File: src/rtl/dct_quant_zigzag.sv
// Quantise/zigzag stage after the 8x8 DCT/IDCT: buffers blocks in a ping-pong RAM and streams them out over valid/ready.
// Optional ZQ_EOB_FLAG_EN adds per-block last-non-zero position and all-zero outputs.
module dct_quant_zigzag #(
  parameter int D_WIDTH = 13,
  parameter int Q_WIDTH = 12
) (
  input  logic                      clock,
  input  logic                      reset_n,
  input  logic                      dct_flag,
  input  logic                      dct_out_en,
  input  logic [5:0]                dct_out_idx,
  input  logic signed [D_WIDTH-1:0] dct_output,
  output logic                      zq_valid,
  input  logic                      zq_ready,
  output logic [5:0]                zq_idx,
  output logic signed [Q_WIDTH-1:0] zq_data,
  output logic                      zq_last,
  output logic                      zq_mode,
  output logic                      zq_overflow
`ifdef ZQ_EOB_FLAG_EN
  ,
  output logic [5:0]                zq_eob_idx,
  output logic [0:0]                zq_all_zero
`endif
);

  localparam int PW = D_WIDTH + 16;

  localparam int QLUMA [64] = '{
    16, 11, 10, 16, 24, 40, 51, 61,
    12, 12, 14, 19, 26, 58, 60, 55,
    14, 13, 16, 24, 40, 57, 69, 56,
    14, 17, 22, 29, 51, 87, 80, 62,
    18, 22, 37, 56, 68, 109, 103, 77,
    24, 35, 55, 64, 81, 104, 113, 92,
    49, 64, 78, 87, 103, 121, 120, 101,
    72, 92, 95, 98, 112, 100, 103, 99};

  // Raster index -> zigzag scan position.
  localparam int ZZ [64] = '{
     0,  1,  5,  6, 14, 15, 27, 28,
     2,  4,  7, 13, 16, 26, 29, 42,
     3,  8, 12, 17, 25, 30, 41, 43,
     9, 11, 18, 24, 31, 40, 44, 53,
    10, 19, 23, 32, 39, 45, 52, 54,
    20, 22, 33, 38, 46, 51, 55, 60,
    21, 34, 37, 47, 50, 56, 59, 61,
    35, 36, 48, 49, 57, 58, 62, 63};

  localparam logic [D_WIDTH:0]          QPOS_L = (D_WIDTH+1)'(2**(Q_WIDTH-1) - 1);
  localparam logic [D_WIDTH:0]          QNEG_L = (D_WIDTH+1)'(2**(Q_WIDTH-1));
  localparam logic [Q_WIDTH-1:0]        QMAX   = {1'b0, {(Q_WIDTH-1){1'b1}}};
  localparam logic [Q_WIDTH-1:0]        QMIN   = {1'b1, {(Q_WIDTH-1){1'b0}}};
  localparam logic signed [D_WIDTH-1:0] CMAX   = D_WIDTH'(2**(Q_WIDTH-1) - 1);
  localparam logic signed [D_WIDTH-1:0] CMIN   = D_WIDTH'(-(2**(Q_WIDTH-1)));

  function automatic logic [15:0] recip(input int q);
    return 16'((131072 + q) / (2 * q));
  endfunction

  logic [15:0] r_rom  [64];
  logic [5:0]  zz_rom [64];

  // Elaboration-time constants: each entry folds to a literal.
  generate
    for (genvar gi = 0; gi < 64; gi++) begin : g_rom
      assign r_rom[gi]  = recip(QLUMA[gi]);
      assign zz_rom[gi] = 6'(ZZ[gi]);
    end
  endgenerate

  typedef enum logic [1:0] {S_IDLE, S_PRIME, S_STREAM, S_RELEASE} rd_state_t;

  // Write side state
  logic               in_bank_q, in_bank_d;
  logic [5:0]         in_cnt_q, in_cnt_d;
  logic               in_mode_q, in_mode_d;
  logic               overflow_q, overflow_d;
  logic [1:0]         full_q, full_d;
  logic [1:0]         bank_mode_q, bank_mode_d;
  logic               s1_en_q, s1_en_d, s1_bank_q, s1_bank_d, s1_mode_q, s1_mode_d, s1_last_q, s1_last_d;
  logic [5:0]         s1_addr_q, s1_addr_d, s1_ridx_q, s1_ridx_d;
  logic [D_WIDTH-1:0] s1_c_q, s1_c_d;
  logic               s2_en_q, s2_en_d, s2_bank_q, s2_bank_d, s2_mode_q, s2_mode_d, s2_last_q, s2_last_d;
  logic [5:0]         s2_addr_q, s2_addr_d;
  logic [Q_WIDTH-1:0] s2_data_q, s2_data_d;
  logic               accept, blk_mode;
  logic [D_WIDTH-1:0] mag;
  logic               neg;
  logic [PW-1:0]      prod;
  logic [D_WIDTH:0]   qmag;

  // Read side state
  rd_state_t          state_q, state_d;
  logic               rd_bank_q, rd_bank_d;
  logic [5:0]         ptr_q, ptr_d;
  logic               rd_en, rel_bank;
  logic [6:0]         rd_addr;
  logic [Q_WIDTH-1:0] mem [128];
  logic [Q_WIDTH-1:0] rd_data_q;

`ifdef ZQ_EOB_FLAG_EN
  logic               s1_first_q, s1_first_d, s2_first_q, s2_first_d;
  logic [1:0][5:0]    eob_q, eob_d;
  logic [1:0]         nz_q, nz_d;
`endif

  always_comb begin
    // A bank being released this cycle is already free for the incoming coefficient.
    accept      = dct_out_en && (!full_q[in_bank_q] || (rel_bank && (rd_bank_q == in_bank_q)));
    blk_mode    = (in_cnt_q == 6'd0) ? dct_flag : in_mode_q;
    in_cnt_d    = in_cnt_q;
    in_bank_d   = in_bank_q;
    in_mode_d   = in_mode_q;
    overflow_d  = overflow_q;
    if (accept) begin
      in_cnt_d  = in_cnt_q + 6'd1;
      in_mode_d = blk_mode;
      if (in_cnt_q == 6'd63) in_bank_d = ~in_bank_q;
    end else if (dct_out_en) begin
      overflow_d = 1'b1;
    end
    s1_en_d   = accept;
    s1_bank_d = in_bank_q;
    s1_addr_d = blk_mode ? zz_rom[dct_out_idx] : dct_out_idx;
    s1_ridx_d = dct_out_idx;
    s1_mode_d = blk_mode;
    s1_last_d = (in_cnt_q == 6'd63);
    s1_c_d    = dct_output;
`ifdef ZQ_EOB_FLAG_EN
    s1_first_d = (in_cnt_q == 6'd0);
`endif
  end

  always_comb begin
    neg  = s1_c_q[D_WIDTH-1];
    mag  = neg ? (~s1_c_q + 1'b1) : s1_c_q;
    prod = PW'(mag) * PW'(r_rom[s1_ridx_q]);
    qmag = (D_WIDTH+1)'((prod + PW'(32'd32768)) >> 16);
    if (s1_mode_q) begin
      if (!neg) s2_data_d = (qmag > QPOS_L) ? QMAX : qmag[Q_WIDTH-1:0];
      else      s2_data_d = (qmag > QNEG_L) ? QMIN : (~qmag[Q_WIDTH-1:0] + 1'b1);
    end else begin
      if ($signed(s1_c_q) > CMAX)      s2_data_d = QMAX;
      else if ($signed(s1_c_q) < CMIN) s2_data_d = QMIN;
      else                             s2_data_d = s1_c_q[Q_WIDTH-1:0];
    end
    s2_en_d   = s1_en_q;
    s2_bank_d = s1_bank_q;
    s2_addr_d = s1_addr_q;
    s2_mode_d = s1_mode_q;
    s2_last_d = s1_last_q;
`ifdef ZQ_EOB_FLAG_EN
    s2_first_d = s1_first_q;
`endif
  end

  always_comb begin
    full_d      = full_q;
    bank_mode_d = bank_mode_q;
    if (rel_bank) full_d[rd_bank_q] = 1'b0;
    if (s2_en_q && s2_last_q) begin
      full_d[s2_bank_q]      = 1'b1;
      bank_mode_d[s2_bank_q] = s2_mode_q;
    end
`ifdef ZQ_EOB_FLAG_EN
    eob_d = eob_q;
    nz_d  = nz_q;
    if (s2_en_q) begin
      if (s2_first_q) begin
        eob_d[s2_bank_q] = (s2_data_q != '0) ? s2_addr_q : 6'd0;
        nz_d[s2_bank_q]  = (s2_data_q != '0);
      end else if (s2_data_q != '0) begin
        nz_d[s2_bank_q] = 1'b1;
        if (s2_addr_q > eob_q[s2_bank_q]) eob_d[s2_bank_q] = s2_addr_q;
      end
    end
`endif
  end

  // Read FSM: the RAM read address only advances on a transfer, so rd_data_q holds during stalls.
  always_comb begin
    state_d   = state_q;
    ptr_d     = ptr_q;
    rd_bank_d = rd_bank_q;
    rd_en     = 1'b0;
    rd_addr   = {rd_bank_q, ptr_q};
    rel_bank  = 1'b0;
    case (state_q)
      S_IDLE: begin
        ptr_d = 6'd0;
        if (full_q[rd_bank_q]) state_d = S_PRIME;
      end
      S_PRIME: begin
        rd_en   = 1'b1;
        rd_addr = {rd_bank_q, 6'd0};
        state_d = S_STREAM;
      end
      S_STREAM: begin
        if (zq_ready) begin
          if (ptr_q == 6'd63) begin
            state_d = S_RELEASE;
          end else begin
            ptr_d   = ptr_q + 6'd1;
            rd_en   = 1'b1;
            rd_addr = {rd_bank_q, ptr_q + 6'd1};
          end
        end
      end
      default: begin
        rel_bank  = 1'b1;
        rd_bank_d = ~rd_bank_q;
        ptr_d     = 6'd0;
        state_d   = full_q[~rd_bank_q] ? S_PRIME : S_IDLE;
      end
    endcase
  end

  always_ff @(posedge clock or negedge reset_n) begin
    if (!reset_n) begin
      in_bank_q   <= 1'b0;
      in_cnt_q    <= '0;
      in_mode_q   <= 1'b0;
      overflow_q  <= 1'b0;
      full_q      <= '0;
      bank_mode_q <= '0;
      s1_en_q     <= 1'b0;
      s1_bank_q   <= 1'b0;
      s1_mode_q   <= 1'b0;
      s1_last_q   <= 1'b0;
      s1_addr_q   <= '0;
      s1_ridx_q   <= '0;
      s1_c_q      <= '0;
      s2_en_q     <= 1'b0;
      s2_bank_q   <= 1'b0;
      s2_mode_q   <= 1'b0;
      s2_last_q   <= 1'b0;
      s2_addr_q   <= '0;
      s2_data_q   <= '0;
      state_q     <= S_IDLE;
      rd_bank_q   <= 1'b0;
      ptr_q       <= '0;
`ifdef ZQ_EOB_FLAG_EN
      s1_first_q  <= 1'b0;
      s2_first_q  <= 1'b0;
      eob_q       <= '0;
      nz_q        <= '0;
`endif
    end else begin
      in_bank_q   <= in_bank_d;
      in_cnt_q    <= in_cnt_d;
      in_mode_q   <= in_mode_d;
      overflow_q  <= overflow_d;
      full_q      <= full_d;
      bank_mode_q <= bank_mode_d;
      s1_en_q     <= s1_en_d;
      s1_bank_q   <= s1_bank_d;
      s1_mode_q   <= s1_mode_d;
      s1_last_q   <= s1_last_d;
      s1_addr_q   <= s1_addr_d;
      s1_ridx_q   <= s1_ridx_d;
      s1_c_q      <= s1_c_d;
      s2_en_q     <= s2_en_d;
      s2_bank_q   <= s2_bank_d;
      s2_mode_q   <= s2_mode_d;
      s2_last_q   <= s2_last_d;
      s2_addr_q   <= s2_addr_d;
      s2_data_q   <= s2_data_d;
      state_q     <= state_d;
      rd_bank_q   <= rd_bank_d;
      ptr_q       <= ptr_d;
`ifdef ZQ_EOB_FLAG_EN
      s1_first_q  <= s1_first_d;
      s2_first_q  <= s2_first_d;
      eob_q       <= eob_d;
      nz_q        <= nz_d;
`endif
    end
  end

  always_ff @(posedge clock) begin
    if (s2_en_q) mem[{s2_bank_q, s2_addr_q}] <= s2_data_q;
    if (rd_en)   rd_data_q <= mem[rd_addr];
  end

  assign zq_valid    = (state_q == S_STREAM);
  assign zq_idx      = ptr_q;
  assign zq_data     = zq_valid ? $signed(rd_data_q) : '0;
  assign zq_last     = zq_valid && (ptr_q == 6'd63);
  assign zq_mode     = bank_mode_q[rd_bank_q];
  assign zq_overflow = overflow_q;
`ifdef ZQ_EOB_FLAG_EN
  assign zq_eob_idx  = eob_q[rd_bank_q];
  assign zq_all_zero = ~nz_q[rd_bank_q];
`endif

endmodule

File: config.mk
export PLATFORM = sky130hd
export DESIGN_NAME = dct_quant_zigzag
export DESIGN_NICKNAME = d
export VERILOG_FILES = /design/src/rtl/dct_quant_zigzag.sv
export SDC_FILE = /design/constraint.sdc
export NUM_CORES = 2
export LEC_CHECK = 0
export BUFFER_PORTS_ARGS = -buffer_cell sky130_fd_sc_hd__buf_2
export CORE_MARGIN = 5
export CORE_UTILIZATION = 45
export CTS_BUF_LIST = sky130_fd_sc_hd__clkbuf_8 sky130_fd_sc_hd__clkbuf_16
export DETAILED_ROUTE_END_ITERATION = 10
export PLACE_DENSITY = 0.62
export SETUP_SLACK_MARGIN = 0.15
export SYNTH_ARGS = -nofsm -noshare
export SYNTH_HDL_FRONTEND = slang
export SYNTH_SLANG_ARGS = --single-unit
File: constraint.sdc
create_clock -name clock -period 15.2 [get_ports clock]
set_clock_uncertainty 0.15 [all_clocks]
set_input_delay 1.52 -clock clock [delete_from_list [all_inputs] [get_ports clock]]
set_output_delay 1.52 -clock clock [all_outputs]
set_load 0.005 [all_outputs]
==> metrics.md <==
| Metric | Value |
|---|---|
| Status | `complete, no violations` |
| Met2 Routed Length | `~91000 µm` |
| Clock Sinks | `1621` |
| Width of the die | `412 µm` |
| Post-route minimum period | `9.68 ns` |
| Slew margin rel. | `13.7%` |
| Area grow syn2layout | `10.6%` |
| Leak | `around 0.03 µW` |
| Max-cap violations | `0` |
| Number of flops mapped to enable cells by yosys | `1548` |
| CTS tree | `done` |
| Ports | `46` |
| Syn Nets | `about 6500` |
| Die footprint | `approximately 170000 µm²` |
| GP Congestion | `0.903` |
| Clock Path Buffers | `3` |
| Wire length per cell | `23.0 µm` |
| Post-synthesis sequential area ratio | `66.5%` |
| Inserted Clock Buffers | `about 170` |
| Pwr Density | `196 nW/µm²` |
| Row cnt | `147` |
| Setup Fix Bufs, Post-CTS | `0` |
| WP data arrival | `10.20 ns` |
| Commonest non-fill, non-tap cell in the layout | `nand2_1` |
| Register area | `between 40000 and 50000 µm²` |
| Routed WL | `196000 µm` |
| Total Routing Usage GR | `22.7%` |
| Mapped Area | `around 73000 µm²` |
| Origin of the critical flop-to-flop path | `s1_ridx_q[0]` |
| Slew @ Worst Pin | `1.28 ns` |
| Pre-CTS WS | `5.67 ns` |
| Number of global-route vias before repair | `about 46000` |
| WL met1 | `83300 µm` |
| # port buffers | `45` |
| Fill count | `around 14000` |
| Worst Reg-to-Reg Cells | `26` |
| Max frequency | `103 MHz` |
| Worst-path clk slew | `around 0.060 ns` |
| Nets | `6465` |
| Worst EP required | `15.72 ns` |
| Commonest non-fill, non-tap cells in the layout | `1789 x nand2_1, 1548 x edfxtp_1, 711 x nand3_1, 398 x a21oi_1, 257 x nor2_1` |
| YS warnings | `0` |
| # DRC | `0` |
| Antenna violations before repair | `3` |
| Hold_sp | `s1_addr_q[3]` |
| Clock root buffer | `clkbuf_16` |
| Hold Crit Class | `register to register` |
| Hold-fix buffers, CTS | `0` |
| Flip-flop and latch count after synthesis | `1621` |
| Hold path depth | `0` |
| Hold Violations, Final | `0` |
| Starting Density | `45.2%` |
| Mapped Cells | `6243` |
| Worst r2r dst | `s2_data_q[9]` |
| Period utilisation layout | `63.7%` |
| Share of cells above drive strength 1 | `7.05%` |
| Startpoint Class | `register` |
| VDD IR-drop max | `about 0.00021 V` |
| FFs w/ async S/R, synth | `approximately 4.5%` |
| DRT antenna net count | `0` |
| DR WL met3 | `roughly 15000 µm` |
| H-tree depth | `4` |
| Reg-to-reg slack, setup | `5.52 ns` |
| Setup TNS | `0 ns` |
| First-pass DRT Iterations | `5` |
| Syn Area/Cell | `~12 µm²` |
| First-pass GRT wire length | `a little under 300000 µm` |
| Pin count of the biggest net entering global routing | `155` |
| CP max FO | `13` |
| Yosys cell types | `~90` |
| Vias post-DR | `about 48000` |
| Clk_lat worst skew | `0.81 ns` |
| Core area | `about 160000 µm²` |
| Area of the multi-input gates | `~22000 µm²` |
| Drt initial violations | `5152` |
| RSZ-0062 raised after global routing | `no` |
| CP Capture Type | `register` |
| DPL Wire Length | `119000 µm` |
| Final setup margin | `5.52 ns` |
| Vert. Die Dim | `412 µm` |
| Fin. max-slew vios | `0` |
| Max Used Layer | `met5` |
| Worst Hold Endpoint | `s2_addr_q[3]` |
| Main synth FF type | `edfxtp_1` |
| Avg Vias per Cell | `5.67` |
| Overflow after GRT | `0` |
| Critical path type | `register to register` |
| Final setup violation count | `0` |
| Post-cts gate resize count | `0` |
kinds of logic (layout without fill, tap and decap cells):
group | count (synthesis) | after routing | synth area share [%]
AOI/OAI and AO/OA | 706 | 706 | 5.83
xor gates and xnor gates | 32 | 32 | 0.386
adders and majority gates | 246 | 246 | 5.49
buffers and inverters | 519 | 605 | 2.87
DFF | 1621 | 1621 | 66.5
muxes | 32 | 32 | 0.551
other | 0 | 4 | 0
and+or+nand+nor | 3087 | 3087 | 18.4
cell usage after synthesis, types with 19 or more instances:
master | count | area (µm²)
xnor2_1 | 19 | 166
nor2_1 | 257 | 965
edfxtp_1 | 1548 | 46500
o21ai_0 | 67 | 335
nand2_1 | 1789 | 6720
buf_2 | 80 | 400
a211oi_1 | 20 | 150
and2_1 | 38 | 238
inv_1 | 144 | 541
fa_1 | 121 | 2420
ha_1 | 125 | 1560
and3_1 | 58 | 363
nand4_1 | 32 | 200
a31oi_1 | 63 | 394
a21oi_1 | 398 | 1990
buf_1 | 45 | 169
nor4_1 | 89 | 557
nor3_1 | 22 | 110
nor2b_1 | 33 | 206
nand3_1 | 712 | 3560
clkbuf_1 | 238 | 893
dfrtp_1 | 73 | 1830
how the worst max path moves through the flow:
stage / start / end / depth (start not counted)
floorplan: s1_ridx_q[1] / s2_data_q[9] / 26
global placement: s1_ridx_q[0] / s2_data_q[9] / 26
detailed placement: s1_ridx_q[0] / s2_data_q[9] / 26
CTS: s1_ridx_q[0] / s2_data_q[9] / 26
global route: s1_ridx_q[0] / s2_data_q[9] / 26
finish: s1_ridx_q[0] / s2_data_q[9] / 26
sequential cells by signal (all words and copies together) (netlist names), 2 cells and up:
| name | flops |
|---|---|
| bank_mode_q | 2 |
| zq_idx | 6 |
| in_cnt_q | 6 |
| s1_c_q | 13 |
| s2_data_q | 12 |
| full_q | 2 |
| state_q | 2 |
| rd_data_q | 12 |
| s1_ridx_q | 6 |
| s1_addr_q | 6 |
| mem | 1536 |
| s2_addr_q | 6 |
power by group:
group | internal [µW] | total (µW) | switching [µW]
clock network | 2210 | 3940 | 1730
logic | 1770 | 5720 | 3950
registers | 5640 | 6060 | 416
total | 9630 | 15700 | 6090
layer usage:
metal	vias to the layer above	global-route usage [%]
met2	1771	35.8
met3	320	4.44
met5	-	0
li1	22100	-
met1	23900	31.9
met4	2	7.68
critical path, cell delays in order (launching register included):
cell,delay [ns]
dfrtp_1,0.54
inv_1,0.25
ha_1,0.52
nor2_1,0.27
o21ai_0,0.15
a21oi_1,0.19
a21oi_1,0.06
o22ai_1,0.94
nand2_1,0.23
fa_1,0.58
fa_1,0.52
inv_1,0.06
fa_1,0.44
fa_1,0.53
fa_1,0.42
ha_1,0.30
ha_1,0.42
a21oi_1,0.23
o21ai_1,0.17
a31oi_1,0.26
nor2_1,0.06
a2111oi_0,0.84
and3_1,0.35
o221ai_2,0.13
or4b_1,0.55
xnor2_1,0.15
a211oi_1,0.22
area by class of cell:
type / count / share of cell area, %
Tap cell: 2160 / 3.36
Timing Repair Buffer: 154 / 1.39
Clock inverter: 128 / 1.23
Multi-Input combinational cell: 4103 / 27.8
Clock buffer: 175 / 5.36
Inverter: 148 / 0.691
Sequential cell: 1621 / 60.2
Antenna cell: 4 / 0.0125
per-stage QoR:
step           total power [µW]  instance area, µm²  std cells  utilization (%)  hold slack (ns)
6_report                  15700               80400       8493             50.1            0.196
5_1_grt                   16600               80400       8489             50.0            0.211
4_1_cts                   15800               80400       8489             50.0            0.198
3_5_place_dp              11800               75100       8186             46.8            0.185
3_3_place_gp              11700               75100       8186             46.8            0.184
2_1_floorplan              9970               72600       6243                -            0.181
No activity file was read; power rests on OpenSTA's default activity.
